[src/rtl/dram_data_responder_pkg.sv]
`default_nettype none
// ==========================================================================
// dram_data_responder_pkg : shared types and default timing for the DRAM data responder
// Rev 1.0
// ==========================================================================
package dram_data_responder_pkg;

  localparam int BURST_LEN   = 8;
  localparam int DATA_BEAT_W = 32;
  localparam int DEF_WL      = 4;
  localparam int DEF_RL      = 6;
  localparam int DEF_RD_PRE  = 2;

  typedef logic [$clog2(BURST_LEN)-1:0] col_t;

  typedef enum logic [2:0] {
    ST_IDLE    = 3'd0,
    ST_WR_WAIT = 3'd1,
    ST_WR_DATA = 3'd2,
    ST_WR_DONE = 3'd3,
    ST_RD_WAIT = 3'd4,
    ST_RD_PRE  = 3'd5,
    ST_RD_DATA = 3'd6,
    ST_RD_POST = 3'd7
  } burst_state_t;

endpackage
`default_nettype wire

[src/rtl/dram_data_responder_if.sv]
`default_nettype none
// ==========================================================================
// dram_data_responder_if : command, DQ/DQS pin and array-side burst bundle
// Rev 1.0
// ==========================================================================
interface dram_data_responder_if
  import dram_data_responder_pkg::*;
#(
  parameter int DATA_W = DATA_BEAT_W,
  parameter int BURST  = BURST_LEN
);
  localparam int CW = $clog2(BURST);

  logic                    cmd_valid;
  logic                    cmd_ready;
  logic                    cmd_wr;
  logic [CW-1:0]           cmd_col;
  logic [DATA_W-1:0]       dq_in;
  logic                    dqs_t_in;
  logic                    dm_n_in;
  logic [DATA_W-1:0]       dq_out;
  logic                    dq_oe;
  logic                    dqs_t_out;
  logic                    dqs_oe;
  logic                    wr_burst_valid;
  logic [BURST*DATA_W-1:0] wr_burst_data;
  logic [BURST-1:0]        wr_burst_mask;
  logic [BURST*DATA_W-1:0] rd_burst_data;
  logic                    dqs_err;

  modport master (
    output cmd_valid, cmd_wr, cmd_col, dq_in, dqs_t_in, dm_n_in, rd_burst_data,
    input  cmd_ready, dq_out, dq_oe, dqs_t_out, dqs_oe,
           wr_burst_valid, wr_burst_data, wr_burst_mask, dqs_err
  );

  modport slave (
    input  cmd_valid, cmd_wr, cmd_col, dq_in, dqs_t_in, dm_n_in, rd_burst_data,
    output cmd_ready, dq_out, dq_oe, dqs_t_out, dqs_oe,
           wr_burst_valid, wr_burst_data, wr_burst_mask, dqs_err
  );

endinterface
`default_nettype wire

[src/rtl/dram_data_responder_burst_buffer.sv]
`default_nettype none
// ==========================================================================
// dram_burst_buffer : burst-wide word store with column-indexed write/read and mask
// Rev 1.0
// ==========================================================================
module dram_burst_buffer #(
  parameter  int DATA_W = 32,
  parameter  int BURST  = 8,
  localparam int CW     = $clog2(BURST)
) (
  input  logic                    clk_i,
  input  logic                    rst_ni,
  input  logic                    load_i,
  input  logic [BURST*DATA_W-1:0] load_data_i,
  input  logic                    mask_clr_i,
  input  logic                    wr_en_i,
  input  logic [CW-1:0]           wr_col_i,
  input  logic [DATA_W-1:0]       wr_data_i,
  input  logic                    wr_mask_i,
  input  logic [CW-1:0]           rd_col_i,
  output logic [DATA_W-1:0]       rd_data_o,
  output logic [BURST*DATA_W-1:0] words_o,
  output logic [BURST-1:0]        mask_o
);

  logic [DATA_W-1:0] w_word [BURST];
  logic [BURST-1:0]  mask_q;

  for (genvar g = 0; g < BURST; g++) begin : g_word
    logic [DATA_W-1:0] word_q;

    always_ff @(posedge clk_i or negedge rst_ni) begin
      if (!rst_ni) begin
        word_q <= '0;
      end else if (load_i) begin
        word_q <= load_data_i[g*DATA_W +: DATA_W];
      end else if (wr_en_i && (wr_col_i == CW'(g))) begin
        word_q <= wr_data_i;
      end
    end

    assign w_word[g]                    = word_q;
    assign words_o[g*DATA_W +: DATA_W]  = word_q;
  end

  // Clear wins so a fresh command never inherits enables from the last burst.
  always_ff @(posedge clk_i or negedge rst_ni) begin
    if (!rst_ni) begin
      mask_q <= '0;
    end else if (mask_clr_i) begin
      mask_q <= '0;
    end else if (wr_en_i) begin
      mask_q[wr_col_i] <= wr_mask_i;
    end
  end

  assign mask_o    = mask_q;
  assign rd_data_o = w_word[rd_col_i];

endmodule
`default_nettype wire

[src/rtl/dram_data_responder.sv]
`default_nettype none
// ==========================================================================
// dram_data_responder : device-side DQ/DQS burst capture and read drive with preamble/postamble
// Rev 1.0
// ==========================================================================
module dram_data_responder
  import dram_data_responder_pkg::*;
#(
  parameter int DATA_W = DATA_BEAT_W,
  parameter int BURST  = BURST_LEN,
  parameter int WL     = DEF_WL,
  parameter int RL     = DEF_RL,
  parameter int RD_PRE = DEF_RD_PRE
) (
  input  logic                 CLK,
  input  logic                 nRST,
  dram_data_responder_if.slave bus
);

  localparam int            CW        = $clog2(BURST);
  localparam int            LAT_W     = $clog2(WL + RL + 1);
  localparam logic [CW-1:0] LAST_BEAT = CW'(BURST - 1);

  burst_state_t      state_q, state_d;
  logic [LAT_W-1:0]  lat_q, lat_d;
  logic [CW-1:0]     beat_q, beat_d;
  logic [CW-1:0]     col_q;
  logic              dqs_prev_q, dqs_err_q;
  logic              wr_valid_q, wr_valid_d;
  logic              dq_oe_q, dq_oe_d;
  logic              dqs_oe_q, dqs_oe_d;
  logic              dqs_t_q, dqs_t_d;
  logic [DATA_W-1:0] dq_out_q, dq_out_d;
  logic [DATA_W-1:0] w_rd_word;
  logic [CW-1:0]     w_wr_col, w_rd_col;
  logic              w_accept, w_capture;

  assign w_accept  = (state_q == ST_IDLE) && bus.cmd_valid;
  assign w_capture = (state_q == ST_WR_DATA);
  assign w_wr_col  = col_q + beat_q;
  // Read word is looked up with the next beat so the registered DQ lines up with DQS.
  assign w_rd_col  = col_q + beat_d;

  dram_burst_buffer #(
    .DATA_W (DATA_W),
    .BURST  (BURST)
  ) u_buf (
    .clk_i       (CLK),
    .rst_ni      (nRST),
    .load_i      (w_accept && !bus.cmd_wr),
    .load_data_i (bus.rd_burst_data),
    .mask_clr_i  (w_accept),
    .wr_en_i     (w_capture),
    .wr_col_i    (w_wr_col),
    .wr_data_i   (bus.dq_in),
    .wr_mask_i   (bus.dm_n_in),
    .rd_col_i    (w_rd_col),
    .rd_data_o   (w_rd_word),
    .words_o     (bus.wr_burst_data),
    .mask_o      (bus.wr_burst_mask)
  );

  always_ff @(posedge CLK or negedge nRST) begin
    if (!nRST) begin
      state_q <= ST_IDLE;
      lat_q   <= '0;
      beat_q  <= '0;
    end else begin
      state_q <= state_d;
      lat_q   <= lat_d;
      beat_q  <= beat_d;
    end
  end

  always_comb begin
    state_d = state_q;
    lat_d   = lat_q;
    beat_d  = beat_q;
    unique case (state_q)
      ST_IDLE: begin
        if (bus.cmd_valid) begin
          lat_d   = '0;
          beat_d  = '0;
          state_d = bus.cmd_wr ? ((WL == 1) ? ST_WR_DATA : ST_WR_WAIT) : ST_RD_WAIT;
        end
      end
      ST_WR_WAIT: begin
        if (lat_q == LAT_W'(WL - 2)) state_d = ST_WR_DATA;
        else                         lat_d   = lat_q + LAT_W'(1);
      end
      ST_WR_DATA: begin
        beat_d = beat_q + CW'(1);
        if (beat_q == LAST_BEAT) state_d = ST_WR_DONE;
      end
      ST_WR_DONE: state_d = ST_IDLE;
      ST_RD_WAIT: begin
        if (lat_q == LAT_W'(RL - RD_PRE - 1)) begin
          lat_d   = '0;
          state_d = ST_RD_PRE;
        end else begin
          lat_d = lat_q + LAT_W'(1);
        end
      end
      ST_RD_PRE: begin
        if (lat_q == LAT_W'(RD_PRE - 1)) begin
          lat_d   = '0;
          beat_d  = '0;
          state_d = ST_RD_DATA;
        end else begin
          lat_d = lat_q + LAT_W'(1);
        end
      end
      ST_RD_DATA: begin
        beat_d = beat_q + CW'(1);
        if (beat_q == LAST_BEAT) state_d = ST_RD_POST;
      end
      ST_RD_POST: state_d = ST_IDLE;
      default:    state_d = ST_IDLE;
    endcase
  end

  always_comb begin
    dq_oe_d    = (state_d == ST_RD_DATA);
    dqs_oe_d   = (state_d inside {ST_RD_PRE, ST_RD_DATA, ST_RD_POST});
    dqs_t_d    = (state_d == ST_RD_DATA) && !beat_d[0];
    dq_out_d   = (state_d == ST_RD_DATA) ? w_rd_word : '0;
    wr_valid_d = (state_q == ST_WR_DONE);
  end

  always_ff @(posedge CLK or negedge nRST) begin
    if (!nRST) begin
      dq_oe_q    <= 1'b0;
      dqs_oe_q   <= 1'b0;
      dqs_t_q    <= 1'b0;
      dq_out_q   <= '0;
      wr_valid_q <= 1'b0;
    end else begin
      dq_oe_q    <= dq_oe_d;
      dqs_oe_q   <= dqs_oe_d;
      dqs_t_q    <= dqs_t_d;
      dq_out_q   <= dq_out_d;
      wr_valid_q <= wr_valid_d;
    end
  end

  // A write DQS that fails to toggle between adjacent beats latches the error.
  always_ff @(posedge CLK or negedge nRST) begin
    if (!nRST) begin
      col_q      <= '0;
      dqs_prev_q <= 1'b0;
      dqs_err_q  <= 1'b0;
    end else begin
      if (w_accept) col_q <= bus.cmd_col;
      if (w_capture) begin
        dqs_prev_q <= bus.dqs_t_in;
        if ((beat_q != '0) && (bus.dqs_t_in == dqs_prev_q)) dqs_err_q <= 1'b1;
      end
    end
  end

  assign bus.cmd_ready      = (state_q == ST_IDLE);
  assign bus.dq_oe          = dq_oe_q;
  assign bus.dqs_oe         = dqs_oe_q;
  assign bus.dqs_t_out      = dqs_t_q;
  assign bus.dq_out         = dq_out_q;
  assign bus.wr_burst_valid = wr_valid_q;
  assign bus.dqs_err        = dqs_err_q;

endmodule
`default_nettype wire
[src/flat_wrapper.sv]
// flat-port wrapper written by rule: the top's interface ports become plain ports
module dram_data_responder_flat import dram_data_responder_pkg::*;
#(
  parameter int DATA_W = DATA_BEAT_W,
  parameter int BURST  = BURST_LEN,
  parameter int WL     = DEF_WL,
  parameter int RL     = DEF_RL,
  parameter int RD_PRE = DEF_RD_PRE
)
  (CLK, nRST, bus_cmd_valid, bus_cmd_wr, bus_cmd_col, bus_dq_in, bus_dqs_t_in, bus_dm_n_in, bus_rd_burst_data, bus_cmd_ready, bus_dq_out, bus_dq_oe, bus_dqs_t_out, bus_dqs_oe, bus_wr_burst_valid, bus_wr_burst_data, bus_wr_burst_mask, bus_dqs_err);
  dram_data_responder_if #(.DATA_W(DATA_W), .BURST(BURST)) bus_i ();
  input  logic CLK;
  input  logic nRST;
  input wire logic [$bits(bus_i.cmd_valid)-1:0] bus_cmd_valid;
  input wire logic [$bits(bus_i.cmd_wr)-1:0] bus_cmd_wr;
  input wire logic [$bits(bus_i.cmd_col)-1:0] bus_cmd_col;
  input wire logic [$bits(bus_i.dq_in)-1:0] bus_dq_in;
  input wire logic [$bits(bus_i.dqs_t_in)-1:0] bus_dqs_t_in;
  input wire logic [$bits(bus_i.dm_n_in)-1:0] bus_dm_n_in;
  input wire logic [$bits(bus_i.rd_burst_data)-1:0] bus_rd_burst_data;
  output wire logic [$bits(bus_i.cmd_ready)-1:0] bus_cmd_ready;
  output wire logic [$bits(bus_i.dq_out)-1:0] bus_dq_out;
  output wire logic [$bits(bus_i.dq_oe)-1:0] bus_dq_oe;
  output wire logic [$bits(bus_i.dqs_t_out)-1:0] bus_dqs_t_out;
  output wire logic [$bits(bus_i.dqs_oe)-1:0] bus_dqs_oe;
  output wire logic [$bits(bus_i.wr_burst_valid)-1:0] bus_wr_burst_valid;
  output wire logic [$bits(bus_i.wr_burst_data)-1:0] bus_wr_burst_data;
  output wire logic [$bits(bus_i.wr_burst_mask)-1:0] bus_wr_burst_mask;
  output wire logic [$bits(bus_i.dqs_err)-1:0] bus_dqs_err;
  assign bus_i.cmd_valid = bus_cmd_valid;
  assign bus_i.cmd_wr = bus_cmd_wr;
  assign bus_i.cmd_col = bus_cmd_col;
  assign bus_i.dq_in = bus_dq_in;
  assign bus_i.dqs_t_in = bus_dqs_t_in;
  assign bus_i.dm_n_in = bus_dm_n_in;
  assign bus_i.rd_burst_data = bus_rd_burst_data;
  assign bus_cmd_ready = bus_i.cmd_ready;
  assign bus_dq_out = bus_i.dq_out;
  assign bus_dq_oe = bus_i.dq_oe;
  assign bus_dqs_t_out = bus_i.dqs_t_out;
  assign bus_dqs_oe = bus_i.dqs_oe;
  assign bus_wr_burst_valid = bus_i.wr_burst_valid;
  assign bus_wr_burst_data = bus_i.wr_burst_data;
  assign bus_wr_burst_mask = bus_i.wr_burst_mask;
  assign bus_dqs_err = bus_i.dqs_err;
  dram_data_responder #(.DATA_W(DATA_W), .BURST(BURST), .WL(WL), .RL(RL), .RD_PRE(RD_PRE)) u_core (.CLK(CLK), .nRST(nRST), .bus(bus_i));
endmodule
[config.mk]
export PLATFORM = sky130hd
export DESIGN_NAME = dram_data_responder_flat
export DESIGN_NICKNAME = d
export VERILOG_FILES = /design/src/rtl/dram_data_responder_pkg.sv /design/src/rtl/dram_data_responder_if.sv /design/src/rtl/dram_data_responder_burst_buffer.sv /design/src/rtl/dram_data_responder.sv /design/src/flat_wrapper.sv
export SDC_FILE = /design/constraint.sdc
export NUM_CORES = 1
export LEC_CHECK = 0
export ABC_AREA = 0
export BUFFER_PORTS_ARGS = -buffer_cell sky130_fd_sc_hd__clkbuf_2
export CAP_MARGIN = 25
export CORE_AREA = 2 2 234 236
export DETAILED_ROUTE_END_ITERATION = 8
export DIE_AREA = 0 0 236 238
export PLACE_DENSITY = 0.6
export SYNTH_ARGS = -nofsm -noshare
export SYNTH_HDL_FRONTEND = slang
export SYNTH_SLANG_ARGS = --single-unit
[constraint.sdc]
create_clock -name CLK -period 9.32 [get_ports CLK]
set_clock_uncertainty 0.2 [all_clocks]
set_input_delay 0.932 -clock CLK [delete_from_list [all_inputs] [get_ports CLK]]
set_output_delay 0.932 -clock CLK [all_outputs]
set_load 0.02 [all_outputs]
Word level (Yosys, flattened, before mapping)
Cells that the tools add are included.
{"block": "word_totals", "ff_bits": 315, "mem_bits_ro": 0, "latch_bits": 0, "in_bits": 297, "n_memories": 0, "ram_bits": 0, "out_inout_bits": 302}
{"block": "op_classes", "n_mul": 0, "mux": 41, "n_eq_ne": 24, "order_cmp": 3, "add_sub_neg": 4, "shifts": 0, "bitwise_logic": 1, "n_reduce_logical": 33, "n_div": 0}
{"cell": "32-bit two-way mux", "n": 19}
{"cell": "32-bit binary-select mux with 3-bit select", "n": 1}
{"cell": "3-bit == test, second input constant", "n": 12}
{"cell": "3-bit two-way mux", "n": 9}
{"cell": "3-bit case mux with 7 select lines", "n": 1}
{"cell": "2-bit nonzero test", "n": 9}
{"cell": "4-bit two-way mux", "n": 4}
{"cell": "8-bit two-way mux", "n": 2}
{"cell": "4-bit case mux with 4 select lines", "n": 1}
{"cell": "1-bit logical AND", "n": 13}
{"cell": "3-bit by 2-bit == test with 1-bit output, second input constant", "n": 4}
{"cell": "3-bit case mux with 3 select lines", "n": 1}
{"cell": "8-bit bitwise mux", "n": 1}
{"cell": "4-bit by 2-bit == test with 1-bit output, second input constant", "n": 2}
{"cell": "3-bit adder", "n": 2}
{"cell": "3-bit by 1-bit == test with 1-bit output, second input constant", "n": 2}
{"cell": "3-bit zero test", "n": 2}
{"cell": "3-bit nonzero test", "n": 2}
{"cell": "4-bit by 1-bit adder with 4-bit output, second input constant", "n": 1}
{"cell": "4-bit by 1-bit == test with 1-bit output, second input constant", "n": 1}
{"cell": "4-bit greater-or-equal comparator, second input constant", "n": 1}
{"cell": "3-bit by 4-bit less-than comparator with 1-bit output, second input constant", "n": 1}
{"cell": "2-bit != test, second input constant", "n": 2}
{"cell": "3-bit NOT with 4-bit output", "n": 1}
{"cell": "other kinds (10)", "n": 12}

Depth between registers and ports, before layout
Gate-level depths: netlist of the first run.
{"block": "logic_depth", "ltp_word": 9, "ltp_mapped": 14, "mapped_depth_nobuf": 12}

Cells and area by module
From an unflattened synthesis of the first run, not the netlist that was laid out.
{"block": "unflattened", "cells_unflattened": 1482, "hier_area_um2": 16559.6}
{"module": "dram_burst_buffer", "area_per_inst_um2": 14333.7, "cells_per_inst": 1292, "seq_area_each_um2": 6606.3, "n_inst": 1}
{"module": "dram_data_responder", "area_per_inst_um2": 2225.9, "cells_per_inst": 190, "seq_area_each_um2": 1276.2, "n_inst": 1}

Worst setup path before layout of the first run
Ideal clock, no wire load.
{"block": "synth_timing", "kind": "register to register", "start": "register u_core.lat_q[1]", "end": "register u_core.dq_out_q[11], in the netlist u_core.bus.dq_out[11]", "stages_incl_launch_ff": 15, "arrival_time_ns": 3.598, "setup_ns": 0.119, "t_required_ns": 9.001, "path_slack_ns": 5.403, "cell_sequence": "dfrtp_1 -> inv_1 -> ha_1 -> or3b_2 -> nand3_1 -> nand2_1 -> mux2_2 -> ha_1 -> fa_1 -> clkbuf_1 -> clkbuf_1 -> mux4_2 -> nand2_1 -> mux2i_1 -> o21ba_2"}
{"block": "synth_via", "elab_chain_len": 9}
{"element": "start: declaration", "line": "dram_data_responder.sv:25", "text": "logic [LAT_W-1:0] lat_q, lat_d;"}
{"element": "start signal: assignment", "line": "dram_data_responder.sv:70", "text": "lat_q <= lat_d;"}
{"element": "4-bit by 1-bit == test with 1-bit output", "line": "dram_data_responder.sv:105", "text": "if (lat_q == LAT_W'(RD_PRE - 1)) begin"}
{"element": "3-bit two-way mux", "line": "dram_data_responder.sv:105"}
{"element": "3-bit case mux with 3 select lines", "line": "dram_data_responder.sv:79", "text": "unique case (state_q)"}
{"element": "net u_core.beat_d[0]", "line": "dram_data_responder.sv:26", "text": "logic [CW-1:0] beat_q, beat_d;"}
{"element": "3-bit adder", "line": "dram_data_responder.sv:42", "text": "assign w_rd_col = col_q + beat_d;"}
{"element": "3-bit NOT with 4-bit output (not written as such)", "line": "dram_data_responder_burst_buffer.sv:58", "text": "assign rd_data_o = w_word[rd_col_i];"}
{"element": "32-bit binary-select mux with 3-bit select", "line": "dram_data_responder_burst_buffer.sv:58"}
{"element": "32-bit two-way mux (not written as such) (2 in series)", "line": "dram_data_responder_burst_buffer.sv:58"}
{"element": "32-bit two-way mux", "line": "dram_data_responder.sv:126", "text": "dq_out_d = (state_d == ST_RD_DATA) ? w_rd_word : '0;"}
{"element": "net u_core.dq_out_d[11]", "line": "dram_data_responder.sv:33", "text": "logic [DATA_W-1:0] dq_out_q, dq_out_d;"}
{"element": "end signal: assignment", "line": "dram_data_responder.sv:141", "text": "dq_out_q <= dq_out_d;"}
{"element": "end: declaration", "line": "dram_data_responder.sv:33"}
The timed path passes the listed nets, and every way through them passes these cells. The select of a mux whose other input is x is not followed.
A chain may end at the register's enable or synchronous reset.

Final worst setup path of the first run
{"block": "layout_timing", "start": "register u_core.lat_q[1]", "end": "register u_core.dq_out_q[26], in the netlist u_core.bus.dq_out[26]"}
Same word-level chain as after synthesis.

==> results.txt, run 1 <==
* Depth of the CTS H-tree: 2
* Run status: complete, no violations
* Clock sink total: around 320
* Final WL: 64,560 um
* Sequential cell area fraction in the yosys report: ~46%
- Initial antenna violation count: 3
- After synthesis the cells add up to 0.01724 mm^2.
* Proportion of netlist area held by the largest area contributor: 45.73%
* Starting density of the core: roughly a third
* Reg clk slew, reported paths: 0.06 ns
- Critical Path Source Type: flip-flop
* Most common library cells after synthesis: sky130_fd_sc_hd__mux2i_1, sky130_fd_sc_hd__dfrtp_1, sky130_fd_sc_hd__nor2_1
* Max FO, Critical Path: 35
* Syn avg cell area: 10.45 um^2
- The netlist uses 49 different library cells.
- RD Place Congestion: 0.9047
* Synthesis-to-finish area growth: 27.72%
- Period utilisation layout: 49.41%
- Crit path top cell by count: sky130_fd_sc_hd__nand2_1
- Of all flip-flops after synthesis, the portion carrying an async set or reset was 100.0%.
* Placed wire-length estimate after detailed placement: between 40,000 and 50,000 um
- The final layout contains 2,463 nets.
- The tree is rooted in a sky130_fd_sc_hd__clkbuf_16.
- The max-slew violation total from the final report is 0.
- Number of buffer cells added on primary ports: approximately 600
- The worst pin sits at a relative slew slack of under 10%.
* Launching point of the worst reg2reg path: u_core.lat_q[1]$_DFFE_PN0P_
* RSZ-0062 raised after global routing: false
* TritonCTS clock tree: yes
- Warning count from the yosys run: 0
- The worst setup path is captured at a flip-flop.
* Via count of the first global-routing pass: 15,100
* Largest voltage drop on the vdd net: 0.2575 mV
- For this design the static power due to leakage is 10.99 nW.
- The most critical setup path has its startpoint at u_core.lat_q[1]$_DFFE_PN0P_.
- After detailed routing, the average wire length per cell comes to approximately 22 um.
* Overflow left after global routing: 0
* Core box area: ~0.053 mm^2
* Post-route insts no fill: 2,881
- Measured along the y axis, the die boundary spans 238 um.
- The die covers 0.05617 mm^2.
- For this run, the total global-route usage over all layers was measured as between 20 and 25%.
- Cell count after placement: ~2,800
- TritonCTS created 39 clock buffers.
- For this run, the top clock speed supported by timing is 217.2 MHz.
* Number of DRC violations after detailed routing: 0
* Remaining number of nets flagged by the antenna check after routing: 0
- Across the run, the number of max-cap violations was 0.
- Final critical delay including setup and external delays: 4.605 ns
- Count of TritonRoute iterations in the first routing pass: 6
* Share of layout cells above drive strength 1: 37.13%
- Counting flops and latches in the post-synthesis netlist gives 315.
- Final core utilization: a little over 40%
- For the pin with the worst max-slew slack, the measured transition is 1.400 ns.
- Clock latency of the later-clocked register in the worst-skew pair: about 0.55 ns
* Finish-stage setup viols: 0
- Maximum count of clock buffers along a single path: 3
- # rows: 85
* Hold Violations, Final: 0
- Num ports: roughly 600
* Post-DR vias/cell: between 5 and 6
- First-pass GRT wire length: 95,080 um
* Total negative slack: 0 ns
* Post-CTS setup buffer count: 0
- Measured along the x axis, the die boundary spans about 240 um.
* Delay of the slowest critical-path stage: between 0.7 and 0.8 ns
- The number of hold buffers added after CTS was 0.
- In this run, synthesis inferred 0 flip-flops with an integrated enable.
- For this run, the leading register cell type out of synthesis is sky130_fd_sc_hd__dfrtp_1.
- Summing internal, switching and leakage power gives 9.437 mW.
- Worst-path cell chain: inv_1, ha_1, or3b_2, nand3_1, nand2_1, mux2_2, ha_4, buf_4, mux4_2, nand2_1, mux2i_1, o21ba_2
- Entering global routing, the biggest net connects approximately 220 pins.
* Min-Delay Path Class: input pin to async pin
- Crit path max-delay cell type: sky130_fd_sc_hd__buf_4
* Via total after detailed routing: 15,120
- Number of violations reported at the end of detailed-routing iteration 0: between 1,000 and 1,500
- CTS-repair resized insts: 0
- sky130_fd_sc_hd__dfrtp_1 takes more of the synthesized area than any other cell.
- The critical path is of the flip-flop to flip-flop type.
* Syn_nets: 1,956
* Power per cell area: 428.6 mW/mm^2
* Cell types occupying the most area after synthesis: sky130_fd_sc_hd__dfrtp_1, sky130_fd_sc_hd__mux2i_1, sky130_fd_sc_hd__mux4_2
* Most frequent cell after synthesis: sky130_fd_sc_hd__mux2i_1
* Cells after synthesis: ~1,600
- STA puts the critical path data required time at 9.55 ns.
- Critical path data arrival time: 4.84 ns
-- critical path, delay by kind of cell (launching register included) --
family / cells / cell delay, ns
flip-flops: 1 / 0.41
adder cells (fa/ha/maj): 2 / 0.93
multiplexers: 3 / 1.02
AO/OA/AOI/OAI: 1 / 0.22
AND/OR/NAND/NOR: 4 / 0.84
buffers and inverters: 2 / 0.84
-- sequential cells by signal, summed over array words and instances, names as in the netlist --
signal                      cells
u_core.u_buf.g_word.word_q    256
u_core.bus.dq_out              32
u_core.u_buf.mask_o             8
u_core.lat_q                    4
u_core.beat_q                   3
u_core.col_q                    3
u_core.state_q                  3
u_core.bus.dq_oe                1
u_core.bus.dqs_err              1
u_core.bus.dqs_oe               1
u_core.bus.dqs_t_out            1
u_core.bus.wr_burst_valid       1
u_core.dqs_prev_q               1
-- final cells by class --
type | instances | area (um^2)
Antenna cell | 1 | 2.502
Clock buffer | 51 | 1101
Clock inverter | 18 | 158.9
Fill cell | 5233 | 31480
Inverter | 9 | 33.78
Multi-Input combinational cell | 1166 | 8662
Sequential cell | 315 | 7883
Tap cell | 696 | 870.8
Timing Repair Buffer | 625 | 3303
-- power breakdown --
part	internal, mW	switching (mW)	total, mW	leakage (nW)
clock	0.889	0.619	1.51	0.624
combinational	2.21	3.10	5.31	6.74
sequential	2.00	0.618	2.62	3.63
-- cells in the final DEF (no fill, tap or decap), drive strengths merged, types with 3 or more instances in the layout --
master | synthesis | routed
clkinvlp | 0 | 3
mux4 | 64 | 64
o21ai | 7 | 7
nand3 | 5 | 5
clkbuf | 87 | 648
mux2i | 328 | 328
dfrtp | 315 | 315
or3b | 3 | 3
nor2 | 273 | 273
nand2 | 138 | 138
a31oi | 3 | 3
a21oi | 259 | 259
buf | 72 | 28
inv | 9 | 11
nor3 | 4 | 4
o21ba | 31 | 31
nand2b | 6 | 6
clkinv | 0 | 11
ha | 8 | 8
xnor2 | 4 | 4
mux2 | 5 | 5
-- metrics by stage --
step	hold WS, ns	worst slack (ns)	instance area (um^2)
CTS	0.2578	4.611	21960
finish	0.2149	4.715	22010
global route	0.2815	4.339	22010
floorplan	0.2668	5.403	17240
detailed placement	0.2949	4.591	20700
global placement	0.2820	4.682	20650
-- cells by family (layout without fill, tap and decap cells) --
| logic type | Yosys count | after routing | share of synthesized area, % |
|---|---|---|---|
| compound gates | 312 | 312 | 10.20 |
| xor+xnor | 6 | 6 | 0.5662 |
| fa+ha+maj | 10 | 10 | 0.8130 |
| buf+inv | 168 | 703 | 4.522 |
| flops | 315 | 315 | 45.73 |
| mux | 397 | 397 | 27.74 |
| other cells | 0 | 1 | 0 |
| simple gates | 441 | 441 | 10.43 |
-- worst paths after layout --
kind,endpoint,slack (ns),depth (start not counted)
setup / recovery,u_core.bus.dq_out[26]$_DFF_PN0_,4.72,12
hold / removal,u_core.u_buf.mask_o[6]$_DFFE_PN0P_,0.21,1
setup reg to reg,u_core.bus.dq_out[26]$_DFF_PN0_,4.72,12
hold reg to reg,u_core.dqs_prev_q$_DFFE_PN0P_,0.31,2
max in group asynchronous,u_core.u_buf.g_word[5].word_q[10]$_DFFE_PN0P_,7.23,2
min in group CLK,u_core.dqs_prev_q$_DFFE_PN0P_,0.31,2
-- metal layers --
metal | up-vias | wire [um] | GRT usage [%] | share of wire [%]
met2 | 621 | 32130 | 37.91 | 50
met1 | 7595 | 26090 | 27.61 | 40
met3 | 92 | 4975 | 6.062 | 7.7
met5 | - | 27 | 0 | 0.042
li1 | 6804 | - | - | -
met4 | 4 | 1336 | 5.443 | 2.1
(Power assumes the default switching activity.)
==> inputs of run 2 (changes only) <==
- CORE_AREA: 2 2 234 236 -> 2 2 235 237
- DIE_AREA: 0 0 236 238 -> 0 0 237 239
- PLACE_DENSITY: 0.6 -> 0.62
- clock period: 9.32 -> 3.8 ns (I/O delays scaled with it)
==> run 2 against run 1 <==
Compared with the run above: cell count up 11%; critical endpoint is now u_core.bus.dq_out[21]$_DFF_PN0_; critical path type unchanged; register-to-register slack lost 4.7 ns; sequential share of layout area shrank 4.6 points; core utilization grew 5.3 points; die area grew 0.85%; sequential power is 140% higher; global-route usage rose by 1.5 points; combinational power grew to 2.8 times the previous value.
==> results.txt, run 2 (same netlist as run 1, synthesis figures left out) <==
- Flip-flop count of the largest register after layout: 256 (unchanged)
- The HPWL after detailed placement came to 45,180 um (-0.58%).
- The remaining global-route overflow is 0 (unchanged).
- The final worst-path cycle share was 99.54% (+50 points).
- Clock latency of the later-clocked register in the worst-skew pair: 0.55 ns (about the same)
- The final critical path time including I/O delays and setup came to 3.782 ns (-0.8225 ns).
* Hold Violations, Final: 0 (unchanged)
- Via count of the first global-routing pass: 16,870 (+12%)
* # rows: 86 (+1.2%)
- Crit path top cell by count: sky130_fd_sc_hd__ha_4
* Critical Path Source Type: flip-flop
- The final setup violation count came to 0 (unchanged).
- Delay of the slowest critical-path stage: 0.85 ns (+0.09 ns)
- The total of buffers placed on input and output ports was 598 (unchanged).
- Count of TritonRoute iterations in the first routing pass: 5 (-1)
* Leak: 12.39 nW (+13%)
- Data required time at the worst endpoint: 4.02 ns (-5.53 ns)
* Clock root buffer: sky130_fd_sc_hd__clkbuf_16
- The transition time of the tightest slew-check pin was 1.085 ns (-0.3147 ns).
* Height of the die: 239 um (+0.42%)
- The overall routing resource usage came to 23.61% (+1.5 points).
- RD Place Congestion: 0.9125 (+0.86%)
- The min-delay analysis places its worst path in the category input pin to flip-flop.
* Number of DRC violations after detailed routing: 0 (unchanged)
- Final WL: 70,330 um (+8.9%)
- Maximum count of clock buffers along a single path: 3 (unchanged)
* First-pass GRT wire length: 102,500 um (+7.8%)
- Most common cell after layout, fill and taps aside: sky130_fd_sc_hd__clkbuf_2
- The max-slew violation total from the final report is 0 (unchanged).
* Worst-path cell chain: inv_2, ha_4, or3b_4, nand3_2, nand2_2, mux2_4, ha_4, fa_4, buf_6, clkbuf_16, mux4_2, nand2_1, mux2i_1, o21ba_2
* Depth of the CTS H-tree: 2 (unchanged)
* Post-Place Cell Area: 0.02109 mm^2 (+1.9%)
- Pin count of the biggest net entering global routing: 124 (-45%)
* Capturing element type of the critical path: flip-flop
- The accumulated negative setup slack came to 0 ns (unchanged).
* Most flop-heavy register: u_core.u_buf.g_word.word_q
- Remaining number of nets flagged by the antenna check after routing: 0 (unchanged)
- Setup repair after global routing could not meet its margin everywhere.
- TritonCTS clock tree: yes
- Crit path max-delay cell type: sky130_fd_sc_hd__fa_4
- The data arrival at the endpoint of the critical path is 4.01 ns (-0.83 ns).
* Via total after detailed routing: 16,740 (+11%)
- The number of antenna violations at the first check in global routing came to 3 (unchanged).
- Net count, final: 2,766 (+12%)
* Share of layout cells above drive strength 1: 34.30% (-2.8 points)
- The storage element area is 0.007883 mm^2 (unchanged).
- The combined area of the multi-input logic cells came to 0.008702 mm^2 (+0.46%).
* Leading cell types in the layout, fill and taps excluded: sky130_fd_sc_hd__clkbuf_2, sky130_fd_sc_hd__mux2i_1, sky130_fd_sc_hd__dfrtp_1
- Die area: 0.05664 mm^2 (+0.85%)
- Largest voltage drop on the vdd net: 0.6625 mV (+160%)
- The count of max-cap constraint violations is 0 (unchanged).
* Maximum operating frequency: 264.4 MHz (+22%)
- The starting utilization of the core area is 31.72% (-0.50 points).
- The via density per instance is 5.249 (about the same).
* Num ports: 599 (unchanged)
- Core box area: 0.05434 mm^2 (+1.6%)
* Number of violations reported at the end of detailed-routing iteration 0: 1,259 (+23%)
* Reg clk slew, reported paths: 0.06 ns (about the same)
- The number of clock sinks was 315 (unchanged).
* Drt wl/cell: 22.06 um (-1.6%)
- Die Wd: 237 um (+0.42%)
- Slew headroom: 27.64% (+21 points)
- The TritonCTS buffer count came to 38 (-2.6%).
* Power per cell area: 982.9 mW/mm^2 (+130%)
- Critical path class: flip-flop to flip-flop
- The area growth from synthesis to layout is 46.59%.
- Fillcell total: 4,908 (-6.2%)
- Run status: complete, no violations
- Max FO, Critical Path: 8 (-77%)
* Final standard cell area without fillers: 0.02527 mm^2 (+15%)
run 2: cell types whose count changed in the layout (fill, tap and decap cells not counted), sizes merged:
cell | previous run | this run
dlygate4sd3 | 0 | 264
buf | 28 | 64
clkbuf | 648 | 658
clkinv | 11 | 5
clkinvlp | 3 | 0
bufbuf | 0 | 1
bufinv | 2 | 1
inv | 11 | 10
run 2: metrics by stage:
step	setup WS [ns]	hold WS (ns)	util, %	std cells	power (mW)
4_1_cts	-0.03184	0.01391	46.20	3179	24.26
2_1_floorplan	-0.1038	-0.1156	-	1649	15.17
5_1_grt	-0.09481	0.04601	46.49	3188	26.29
3_5_place_dp	-0.08458	0.2825	38.81	2845	19.72
3_3_place_gp	-0.06655	0.2564	38.81	2845	19.41
6_report	0.01752	0.04788	46.50	3189	24.84
run 2: area by class of cell:
| cell class | instances | area share, % |
|---|---|---|
| sequential | 315 | 31.20 |
| antenna | 1 | 0.009904 |
| clock buffer | 58 | 4.620 |
| tap | 704 | 3.486 |
| inverter | 9 | 0.1337 |
| timing repair buffer | 929 | 25.86 |
| clock inverter | 7 | 0.2526 |
| multi-input combinational | 1166 | 34.44 |
run 2: power by group:
part | leakage (nW) | internal (mW) | switching [mW]
Combinational | 8.15 | 6.55 | 8.24
Sequential | 3.63 | 4.90 | 1.49
Clock | 0.613 | 2.17 | 1.48
run 2: metal layers:
layer / part of all wire [%] / global-route usage, % / vias up / wire (um)
li1: - / - / 7407 / -
met1: 39 / 29.24 / 8255 / 27620
met2: 49 / 39.85 / 854 / 34300
met3: 7.5 / 4.988 / 220 / 5263
met4: 4.5 / 10.24 / 4 / 3130
met5: 0.030 / 0 / - / 21
run 2: worst paths after layout:
path / start / to / slack [ns] / depth (start not counted)
max reg2reg: u_core.lat_q[1]$_DFFE_PN0P_ / u_core.bus.dq_out[21]$_DFF_PN0_ / 0.02 / 14
max: u_core.lat_q[1]$_DFFE_PN0P_ / u_core.bus.dq_out[21]$_DFF_PN0_ / 0.02 / 14
min: bus_dq_in[25] / u_core.u_buf.g_word[1].word_q[25]$_DFFE_PN0P_ / 0.05 / 3
min reg2reg: u_core.bus.dqs_err$_DFFE_PN0P_ / u_core.bus.dqs_err$_DFFE_PN0P_ / 0.29 / 1
min in group asynchronous: nRST / u_core.u_buf.g_word[3].word_q[21]$_DFFE_PN0P_ / 0.35 / 2
max in group asynchronous: nRST / u_core.bus.dq_out[24]$_DFF_PN0_ / 2.11 / 3
run 2: repair_timing:
item / 4_1_cts / 5_1_grt
pin swaps: 6 / 10
setup buffers: 2 / 5
resized for setup: 9 / 12
hold endpoints to repair: 383 / 0
hold buffers: 264 / 0
cloned: 3 / 4
setup endpoints to repair: 32 / 32
run 2: critical path, delay by kind of cell (launching register included):
| kind | cells | cell delay, ns |
|---|---|---|
| fa+ha+maj | 3 | 1.13 |
| mux | 3 | 0.69 |
| flops | 1 | 0.38 |
| simple gates | 4 | 0.62 |
| compound gates | 1 | 0.23 |
| buf+inv | 3 | 0.41 |
